**src/rtl/alu_muldiv_if.sv**
```systemverilog
// Handshake and result bundle for the ALU / multiply / divide unit.
interface alu_muldiv_if #(
   parameter int WIDTH = 8
);
   logic             start;
   logic [4:0]       opALU;
   logic [WIDTH-1:0] A;
   logic [WIDTH-1:0] B;
   logic             busy;
   logic             done;
   logic [WIDTH-1:0] F;
   logic [WIDTH-1:0] HI;
   logic             Z;
   logic             CO;
   logic             OV;

   modport master (
      output start, opALU, A, B,
      input  busy, done, F, HI, Z, CO, OV
   );

   modport slave (
      input  start, opALU, A, B,
      output busy, done, F, HI, Z, CO, OV
   );
endinterface

```
**src/rtl/alu_muldiv.sv**
```systemverilog
// ALU with single-cycle logic/arithmetic/compare ops plus an iterative
// unsigned shift-add multiplier and restoring divider sharing one datapath.
module alu_muldiv #(
   parameter int WIDTH = 8
) (
   input logic        clk,
   input logic        rst,
   alu_muldiv_if.slave bus
);

   localparam int CNT_W = (WIDTH > 1) ? $clog2(WIDTH) : 1;
   localparam logic [4:0] OP_MULU = 5'b11000;
   localparam logic [4:0] OP_DIVU = 5'b11001;

   typedef enum logic [1:0] {
      IDLE = 2'd0,
      RUN  = 2'd1,
      DONE = 2'd2
   } state_t;

   state_t           state;
   logic [CNT_W-1:0] count;
   logic             isMulReg;
   // hiReg/loReg: accumulator + multiplier for MULU, remainder + quotient for DIVU
   logic [WIDTH-1:0] hiReg;
   logic [WIDTH-1:0] loReg;
   // multiplicand (MULU) or divisor (DIVU)
   logic [WIDTH-1:0] opndReg;

   logic             isMul, isDiv, isRsv;
   logic [WIDTH-1:0] opA, opB, aluF;
   logic             cin, aluCO, aluOV, arithCO, arithOV;
   logic [WIDTH:0]   sumFull;

   logic [WIDTH:0]   mulSum;
   logic [WIDTH:0]   divShift;
   logic             divFits;
   logic [WIDTH-1:0] divDiff;
   logic [WIDTH-1:0] stepHi, stepLo;

   // Opcode class decode for the request presented on the bus.
   always_comb begin
      isMul = (bus.opALU == OP_MULU);
      isDiv = (bus.opALU == OP_DIVU);
      isRsv = (bus.opALU[4:1] == 4'b1101);
   end

   // Single-cycle result from the bit-field decoded opcode.
   always_comb begin
      opA     = bus.opALU[3] ? ~bus.A : bus.A;
      opB     = bus.opALU[2] ? ~bus.B : bus.B;
      cin     = bus.opALU[2];
      sumFull = {1'b0, opA} + {1'b0, opB} + {{WIDTH{1'b0}}, cin};
      arithCO = sumFull[WIDTH];
      // carry into the MSB recovered from the MSB sum bit and its operand bits
      arithOV = (sumFull[WIDTH-1] ^ opA[WIDTH-1] ^ opB[WIDTH-1]) ^ sumFull[WIDTH];
      aluF    = '0;
      aluCO   = 1'b0;
      aluOV   = 1'b0;
      if (!isRsv) begin
         case (bus.opALU[1:0])
            2'b00: aluF = opA & opB;
            2'b01: aluF = opA | opB;
            2'b10: begin
               aluF  = sumFull[WIDTH-1:0];
               aluCO = arithCO;
               aluOV = arithOV;
            end
            default: begin
               aluF  = {{(WIDTH-1){1'b0}},
                        bus.opALU[4] ? ~arithCO : (arithOV ^ sumFull[WIDTH-1])};
               aluCO = arithCO;
               aluOV = arithOV;
            end
         endcase
      end
   end

   // One multiply or divide iteration computed from the working registers.
   always_comb begin
      mulSum   = {1'b0, hiReg} + (loReg[0] ? {1'b0, opndReg} : {(WIDTH+1){1'b0}});
      divShift = {hiReg, loReg[WIDTH-1]};
      divFits  = (divShift >= {1'b0, opndReg});
      // remainder stays below the divisor, so modulo-2^WIDTH subtraction is exact
      divDiff  = divShift[WIDTH-1:0] - opndReg;
      if (isMulReg) begin
         stepHi = mulSum[WIDTH:1];
         stepLo = {mulSum[0], loReg[WIDTH-1:1]};
      end else begin
         stepHi = divFits ? divDiff : divShift[WIDTH-1:0];
         stepLo = {loReg[WIDTH-2:0], divFits};
      end
   end

   // Control FSM with registered outputs; results load only on entry to DONE.
   always_ff @(posedge clk) begin
      if (rst) begin
         state    <= IDLE;
         count    <= '0;
         isMulReg <= 1'b0;
         hiReg    <= '0;
         loReg    <= '0;
         opndReg  <= '0;
         bus.busy <= 1'b0;
         bus.done <= 1'b0;
         bus.F    <= '0;
         bus.HI   <= '0;
         bus.Z    <= 1'b1;
         bus.CO   <= 1'b0;
         bus.OV   <= 1'b0;
      end else begin
         case (state)
            IDLE: begin
               bus.done <= 1'b0;
               bus.busy <= 1'b0;
               if (bus.start) begin
                  if (isMul || isDiv) begin
                     state    <= RUN;
                     bus.busy <= 1'b1;
                     count    <= CNT_W'(WIDTH - 1);
                     isMulReg <= isMul;
                     hiReg    <= '0;
                     loReg    <= isMul ? bus.B : bus.A;
                     opndReg  <= isMul ? bus.A : bus.B;
                  end else begin
                     state    <= DONE;
                     bus.done <= 1'b1;
                     bus.F    <= aluF;
                     bus.HI   <= '0;
                     bus.Z    <= (aluF == '0);
                     bus.CO   <= aluCO;
                     bus.OV   <= aluOV;
                  end
               end
            end
            RUN: begin
               hiReg <= stepHi;
               loReg <= stepLo;
               if (count == '0) begin
                  state    <= DONE;
                  bus.busy <= 1'b0;
                  bus.done <= 1'b1;
                  bus.F    <= stepLo;
                  bus.HI   <= stepHi;
                  bus.Z    <= (stepLo == '0);
                  bus.CO   <= 1'b0;
                  bus.OV   <= isMulReg ? (stepHi != '0) : (opndReg == '0);
               end else begin
                  count <= count - CNT_W'(1);
               end
            end
            DONE: begin
               state    <= IDLE;
               bus.done <= 1'b0;
            end
            default: begin
               state    <= IDLE;
               bus.busy <= 1'b0;
               bus.done <= 1'b0;
            end
         endcase
      end
   end

endmodule

```
**src/flat_wrapper.sv**
```systemverilog
// flat-port wrapper written by rule: the top's interface ports become plain ports
module alu_muldiv_flat 
#(
   parameter int WIDTH = 8
)
  (clk, rst, bus_start, bus_opALU, bus_A, bus_B, bus_busy, bus_done, bus_F, bus_HI, bus_Z, bus_CO, bus_OV);
  alu_muldiv_if #(.WIDTH(WIDTH)) bus_i ();
  input logic clk;
  input logic rst;
  input wire logic [$bits(bus_i.start)-1:0] bus_start;
  input wire logic [$bits(bus_i.opALU)-1:0] bus_opALU;
  input wire logic [$bits(bus_i.A)-1:0] bus_A;
  input wire logic [$bits(bus_i.B)-1:0] bus_B;
  output wire logic [$bits(bus_i.busy)-1:0] bus_busy;
  output wire logic [$bits(bus_i.done)-1:0] bus_done;
  output wire logic [$bits(bus_i.F)-1:0] bus_F;
  output wire logic [$bits(bus_i.HI)-1:0] bus_HI;
  output wire logic [$bits(bus_i.Z)-1:0] bus_Z;
  output wire logic [$bits(bus_i.CO)-1:0] bus_CO;
  output wire logic [$bits(bus_i.OV)-1:0] bus_OV;
  assign bus_i.start = bus_start;
  assign bus_i.opALU = bus_opALU;
  assign bus_i.A = bus_A;
  assign bus_i.B = bus_B;
  assign bus_busy = bus_i.busy;
  assign bus_done = bus_i.done;
  assign bus_F = bus_i.F;
  assign bus_HI = bus_i.HI;
  assign bus_Z = bus_i.Z;
  assign bus_CO = bus_i.CO;
  assign bus_OV = bus_i.OV;
  alu_muldiv #(.WIDTH(WIDTH)) u_core (.clk(clk), .rst(rst), .bus(bus_i));
endmodule
```
**config.mk**
```make
export PLATFORM = sky130hd
export DESIGN_NAME = alu_muldiv_flat
export DESIGN_NICKNAME = d
export VERILOG_FILES = /design/src/rtl/alu_muldiv_if.sv /design/src/rtl/alu_muldiv.sv /design/src/flat_wrapper.sv
export SDC_FILE = /design/constraint.sdc
export NUM_CORES = 1
export LEC_CHECK = 0
export CAP_MARGIN = 5
export CORE_MARGIN = 1
export CORE_UTILIZATION = 50
export CTS_CLUSTER_DIAMETER = 50
export CTS_CLUSTER_SIZE = 30
export DETAILED_ROUTE_END_ITERATION = 10
export PLACE_DENSITY = 0.75
export SLEW_MARGIN = 20
export SYNTH_ARGS = -nofsm -noshare
export SYNTH_HDL_FRONTEND = slang
export SYNTH_SLANG_ARGS = --single-unit
```
**constraint.sdc**
```tcl
create_clock -name clk -period 3.4 [get_ports clk]
set_clock_uncertainty 0.1 [all_clocks]
set_input_delay 1.02 -clock clk [delete_from_list [all_inputs] [get_ports clk]]
set_output_delay 1.02 -clock clk [all_outputs]
set_load 0.02 [all_outputs]
```
-- Word level (Yosys, flattened, before mapping)
Cells that the tools add are included.
- word-level logic and storage cells: 114
- flip-flop bits (word level): 51
- output and inout port bits: 21
- input port bits: 24
- add/sub/neg operators: 5
- bitwise gates (word level): 10
- reductions and logical operators: 16
- equal/unequal tests: 12
- $lt $le $gt $ge: 1
- muxes and demuxes: 57
- operators with widths (cell ; count):
    8-bit two-way mux ; 19
    8-bit case mux with 2 select lines ; 4
    8-bit logical NOT ; 3
    8-bit case mux with 3 select lines ; 1
    1-bit two-way mux ; 20
    8-bit inverter ; 2
    5-bit equality test (second input constant) ; 2
    8-bit by 8-bit adder with 9-bit output ; 1
    8-bit by 9-bit adder with 9-bit output ; 1
    9-bit by 1-bit adder with 9-bit output ; 1
    9-bit by 8-bit >= comparator with 1-bit output ; 1
    3-bit two-way mux ; 3
    8-bit bitwise AND ; 1
    8-bit OR ; 1
    1-bit case mux with 2 select lines ; 4
    4-bit AND reduction ; 2
    8-bit nonzero test ; 1
    8-bit subtractor ; 1
    2-bit two-way mux ; 3
    2-bit != test (second input constant) ; 3
    3-bit case mux with 2 select lines ; 1
    3-bit AND reduction ; 2
    2-bit by 1-bit equality test with 1-bit output (second input constant) ; 2
    2-bit equality test (second input constant) ; 2
    13 further kinds ; 20

-- Logic depth before layout (Yosys ltp)
Gate-level depths: netlist of the first run.
- depth in word-level cells: 15
- mapped depth: 12
- gate-level depth less buffers: 12

-- Worst setup path before layout of the first run
No wires, ideal clock.
- path kind: input to register
- from: in bus_opALU[3]
- to: reg u_core.bus.OV
- arrival time: 3.373 ns
- setup time: 0.092 ns
- slack: -0.165 ns
- required time: 3.208 ns
- stages on the path: 11
- cell sequence: buf_6 -> xor2_1 -> inv_1 -> ha_1 -> inv_1 -> and3_1 -> a2111oi_0 -> o311ai_4 -> xnor2_1 -> o31a_1 -> o32ai_1
- longest elaborated chain between the ends: 11
- ends and longest elaborated chain (element ; RTL line ; text):
    from (decl) ; flat_wrapper.sv:11 ; input wire logic [$bits(bus_i.opALU)-1:0] bus_opALU;
    8-bit two-way mux ; alu_muldiv.sv:50 ; opA = bus.opALU[3] ? ~bus.A : bus.A;
    8-bit by 8-bit adder with 9-bit output ; alu_muldiv.sv:53 ; sumFull = {1'b0, opA} + {1'b0, opB} + {{WIDTH{1'b0}}, cin};
    9-bit by 1-bit adder with 9-bit output ; alu_muldiv.sv:53 ;
    1-bit XOR (3 in series) ; alu_muldiv.sv:56 ; arithOV = (sumFull[WIDTH-1] ^ opA[WIDTH-1] ^ opB[WIDTH-1]) ^ sumFull[WIDTH];
    1-bit two-way mux ; alu_muldiv.sv:61 ; case (bus.opALU[1:0])
    1-bit two-way mux ; alu_muldiv.sv:60 ; if (!isRsv) begin
    1-bit two-way mux ; alu_muldiv.sv:117 ; if (isMul || isDiv) begin
    1-bit two-way mux ; alu_muldiv.sv:116 ; if (bus.start) begin
    1-bit case mux with 2 select lines ; alu_muldiv.sv:112 ; case (state)
    to (signal assigned) ; alu_muldiv.sv:132 ; bus.OV <= aluOV;
    to (signal assigned) ; alu_muldiv.sv:147 ; bus.OV <= isMulReg ? (stepHi != '0) : (opndReg == '0);
    to (decl) ; alu_muldiv_if.sv:24 ; output busy, done, F, HI, Z, CO, OV
Several ways; a longest one is shown, not always the timed one. The select of a mux whose other input is x is not followed.
A chain may end at the register's enable or synchronous reset.

-- Worst setup path after layout of the first run
- from: in bus_B[3]
- to: reg u_core.bus.OV
- longest elaborated chain between the ends: 12
- ends and longest elaborated chain (element ; RTL line ; text):
    from (decl) ; flat_wrapper.sv:13 ; input wire logic [$bits(bus_i.B)-1:0] bus_B;
    8-bit inverter ; alu_muldiv.sv:51 ; opB = bus.opALU[2] ? ~bus.B : bus.B;
    8-bit two-way mux (*) ; alu_muldiv.sv:51 ;
    8-bit by 8-bit adder with 9-bit output (*) ; alu_muldiv.sv:53 ;
    9-bit by 1-bit adder with 9-bit output (*) ; alu_muldiv.sv:53 ;
    1-bit XOR (2 in series) ; alu_muldiv.sv:56 ;
    1-bit XOR (*) ; alu_muldiv.sv:56 ;
    1-bit two-way mux (*) ; alu_muldiv.sv:61 ;
    1-bit two-way mux (*) ; alu_muldiv.sv:60 ;
    1-bit two-way mux (*) ; alu_muldiv.sv:117 ;
    1-bit two-way mux (*) ; alu_muldiv.sv:116 ;
    1-bit case mux with 2 select lines (*) ; alu_muldiv.sv:112 ;
Every way passes the cells marked *; elsewhere a longest branch is shown, timed or not. The select of a mux whose other input is x is not followed.

==> results.txt, run 1 <==
For this design the static power due to leakage is 2.35 nW. The run gives 3.44 ns as the data arrival time at the worst-slack endpoint. Number of nets produced by synthesis: 595. For flop-to-flop paths, the worst setup slack is 0.24 ns. Counting along the longest clock path gives a buffer depth of 2.

For the worst flop-to-flop path, the logic depth is 10. In this run the number of H-tree levels came out at 2. TritonCTS built the clock tree. In this run, the number of DRC markers left after iteration 0 of detailed routing was 355.

Summing over every cut layer, the via total after detailed routing is 4250. The clock-pin slew reported for the worst setup and hold paths after clock tree synthesis works out to 0.10 ns. The logs give 45 for the number of placed I/O pins and 691 for the net total in the final layout.

The most used flip-flop cell after synthesis is dfxtp_1. Worst max-slew margin expressed relative to the limit: 32.6%. In this run the tool buffered the top-level ports with 44 buffer cells. Maximum operating frequency: 301 MHz. For the global-route wire length before repair, the log shows 19700 um. The logs give 0 for the post-detailed-route DRC marker count and 4194 for the number of global-route vias before repair.

The number of distinct standard cells referenced by the synthesized netlist was 64; the cell area after synthesis was 0.00416 sq mm. During synthesis, Yosys emitted a total of 0 warnings. Type of the setup path with the least slack: in2reg. Measured along the y axis, the die boundary spans 93.2 um. Entering global routing, the biggest net connects 37 pins. Dividing the final minimum period by the clock period gives 97.7%. The tools report the latest clock arrival within the worst-skew pair as 0.31 ns.

The floorplan step set the die width to 93.2 um. Across the run, the number of max-cap violations was 0. The signed area change from the synthesized netlist to the final layout came out at 32.0%. The worst hold path belongs to the class reg2reg. The max-slew violation count is 0, and the number of nets still failing antenna checks after routing is 0. Dividing the detail-routed wire length by the instance count gives 16.6 um. By count the netlist is led by nor2_1 (67), dfxtp_1 (51), a21oi_1 (45), nand2_1 (45), inv_1 (36).

Number of endpoints with negative hold slack in the final report: 0. The first detailed-routing pass took 5 iterations. Routability-driven placement finished with a final weighted congestion of 0.962. The clock period minus worst slack was 3.32 ns. The count of flip-flops with a built-in enable after synthesis was 0.

The initial antenna violation count is 0. In the global route stage, overall resource usage came out at 28.7%. Sequential cells were found to cover 24.5% of the synthesized design area. In the post-synthesis netlist, the biggest area contributors are dfxtp_1 (25%), ha_1 (10%), nor2_1 (6.0%), a21oi_1 (5.4%), mux2i_1 (4.6%). Global routing finished with a remaining overflow of 0. The floorplan step defined a die boundary enclosing 0.00869 sq mm. Clock tree synthesis selected as its root buffer the cell clkbuf_8.

The placeable core region is 0.00789 sq mm, and the ratio of routed vias to standard cells is 5.80. Slew at the pin closest to its max-slew limit: 1.01 ns. After routing, the total negative slack on setup checks comes to 0 ns. The run finished with clean final reports. The peak fanout along the critical path was 2; the routed wire length was 12200 um. The number of fillers in the final layout came out at 618. Counting every sink on the clock net gives 51. After legalization and detailed placement, the total HPWL measured 9300 um. The peak supply drop came out at 239 uV. Counting instances, the worst hold path has a depth of 2. The average size of a mapped cell was 7.79 sq um; the share of post-route cells with drive strength above 1 was 19.7%.

Counting every instance in the synthesized netlist gives 534. The final number of setup-violating endpoints was 0; the ratio of total power to cell area was 329 mW/mm^2. Total design power: 0.00180 W. Nature of the critical path endpoint: a flop. The count of state elements after synthesis was 51. Of all flip-flops after synthesis, the portion carrying an async set or reset was 0%. Data required time of the worst path: 3.52 ns.

Measured on the finished design, the core utilization comes to 69.6%. The cell type contributing the most total cell area after synthesis is dfxtp_1. STA classifies the critical path startpoint as an input pin.

Counting the buffers created by CTS gives 5. The number of antenna diodes in the final layout is 0. The number of hold buffers added after CTS was 0. In the post-synthesis netlist, the cell with the most instances is nor2_1. The number of placement rows was 32; the initial core utilization was 52.7%. Area share of the largest cell type after synthesis: 24.5%.
## sequential cells by signal, indices dropped and copies added (netlist names)
signal / count
u_core.bus.CO: 1
u_core.bus.F: 8
u_core.bus.HI: 8
u_core.bus.OV: 1
u_core.bus.Z: 1
u_core.bus.busy: 1
u_core.bus.done: 1
u_core.count: 3
u_core.hiReg: 8
u_core.isMulReg: 1
u_core.loReg: 8
u_core.opndReg: 8
u_core.state: 2
## timing repair
action | CTS | global route
setup buffers | 1 | 3
gates resized for setup | 16 | 33
endpoints found under the setup margin | 7 | 6
pin swaps | 7 | 17
## layout by cell type, fill, tap and decap left out, drive strengths merged, types with 5 or more instances in the layout
| master | synthesis | routed |
|---|---|---|
| o21ai | 16 | 16 |
| clkdlybuf4s50 | 0 | 28 |
| nand3 | 13 | 13 |
| a21oi | 46 | 46 |
| a22oi | 6 | 6 |
| and2 | 11 | 11 |
| xor2 | 19 | 19 |
| buf | 6 | 73 |
| dfxtp | 51 | 51 |
| nor2 | 67 | 67 |
| mux2i | 19 | 19 |
| nor3 | 12 | 12 |
| clkbuf | 21 | 6 |
| xnor2 | 15 | 15 |
| dlymetal6s2s | 0 | 10 |
| nand2 | 45 | 45 |
| o211ai | 6 | 6 |
| o21a | 6 | 6 |
| a221oi | 7 | 7 |
| a211oi | 16 | 16 |
| inv | 36 | 36 |
| ha | 34 | 34 |
| a21o | 6 | 6 |
| o22ai | 5 | 5 |
| mux2 | 8 | 8 |
## metal layers
| metal | up-vias | share of wire, % | routed length [um] | track usage [%] |
|---|---|---|---|---|
| met5 | - | 0 | 0 | 0 |
| li1 | 2076 | - | - | - |
| met1 | 1987 | 41 | 5020 | 34.7 |
| met2 | 148 | 50 | 6050 | 51.2 |
| met3 | 39 | 5.4 | 652 | 3.98 |
| met4 | 0 | 3.5 | 430 | 10.9 |
## report_power, final
part / leakage (nW) / internal, W / switching, W
sequential: 0.414 / 0.000621 / 0.0000201
combinational: 1.88 / 0.000355 / 0.000376
clock: 0.0581 / 0.000220 / 0.000214
total: 2.35 / 0.00120 / 0.000609
## cells by family (layout without fill, tap and decap cells)
| kind of cell | count (synthesis) | in the layout | synth area share [%] |
|---|---|---|---|
| flops | 51 | 51 | 24.5 |
| mux | 27 | 27 | 6.74 |
| buf+inv | 63 | 160 | 5.98 |
| xor+xnor | 34 | 34 | 7.34 |
| compound gates | 141 | 141 | 23.4 |
| fa+ha+maj | 37 | 37 | 11.7 |
| simple gates | 181 | 181 | 20.4 |
## layout make-up
class	count	area, sq um	share of cell area (%)
clock buffer	5	68.8	1.25
clock inverter	3	43.8	0.797
inverter	36	135	2.46
multi-input combinational	420	3070	55.9
sequential	51	1020	18.6
tap	102	128	2.32
timing repair buffer	116	1020	18.6
## stage by stage
stage	cell area [sq um]	instances	setup slack, ns	hold slack [ns]
2_1_floorplan	4170	534	0.0605	0.348
3_3_place_gp	5160	721	-0.524	0.346
3_5_place_dp	5160	721	-0.650	0.347
4_1_cts	5320	730	0.00836	0.361
5_1_grt	5490	733	-0.0136	0.377
6_report	5490	733	0.0771	0.358
## path summary, 6_finish.rpt
check,from,end
hold reg to reg,u_core.bus.HI[1],u_core.bus.HI[1]
setup reg to reg,u_core.loReg[0],u_core.bus.OV
setup / recovery,bus_B[3],u_core.bus.OV
hold / removal,u_core.bus.HI[1],u_core.bus.HI[1]
## critical path: stages
cell and delay [ns]:
clkdlybuf4s50_1 0.47, xor2_1 0.20, ha_1 0.32, nand3_1 0.13, o2111ai_2 0.19, o211ai_1 0.17
buf_4 0.18, xnor2_2 0.13, xnor2_1 0.13, o31a_1 0.24, o32ai_1 0.26
Note: power is estimated with default switching activity, not from simulation.
==> run 2: changes to the inputs <==
==> constraint.sdc (replaced) <==
create_clock -name clk -period 3.4 [get_ports clk]
set_clock_uncertainty 0.1 [all_clocks]
set_input_delay 1.02 -clock clk [delete_from_list [all_inputs] [get_ports clk]]
set_output_delay 1.02 -clock clk [all_outputs]
set_load 0.05 [all_outputs]
==> results of run 2 <==
The final DEF is identical to that of run 1. Status: finished, final reports clean.
Among the figures that moved: total power 0.00180 W -> 0.00184 W; worst IR drop on VDD 239 uV -> 260 uV
==> run 3: changes to the inputs <==
--- a/config.mk
+++ b/config.mk
@@ -12,7 +12,7 @@
 export CTS_CLUSTER_SIZE = 30
 export DETAILED_ROUTE_END_ITERATION = 10
 export PLACE_DENSITY = 0.75
-export SLEW_MARGIN = 20
+export SLEW_MARGIN = 5
 export SYNTH_ARGS = -nofsm -noshare
 export SYNTH_HDL_FRONTEND = slang
 export SYNTH_SLANG_ARGS = --single-unit
==> results of run 3 <==
The final DEF is identical to that of run 1. Status: finished, final reports clean.
Among the figures that moved: total power 0.00180 W -> 0.00184 W; worst IR drop on VDD 239 uV -> 260 uV
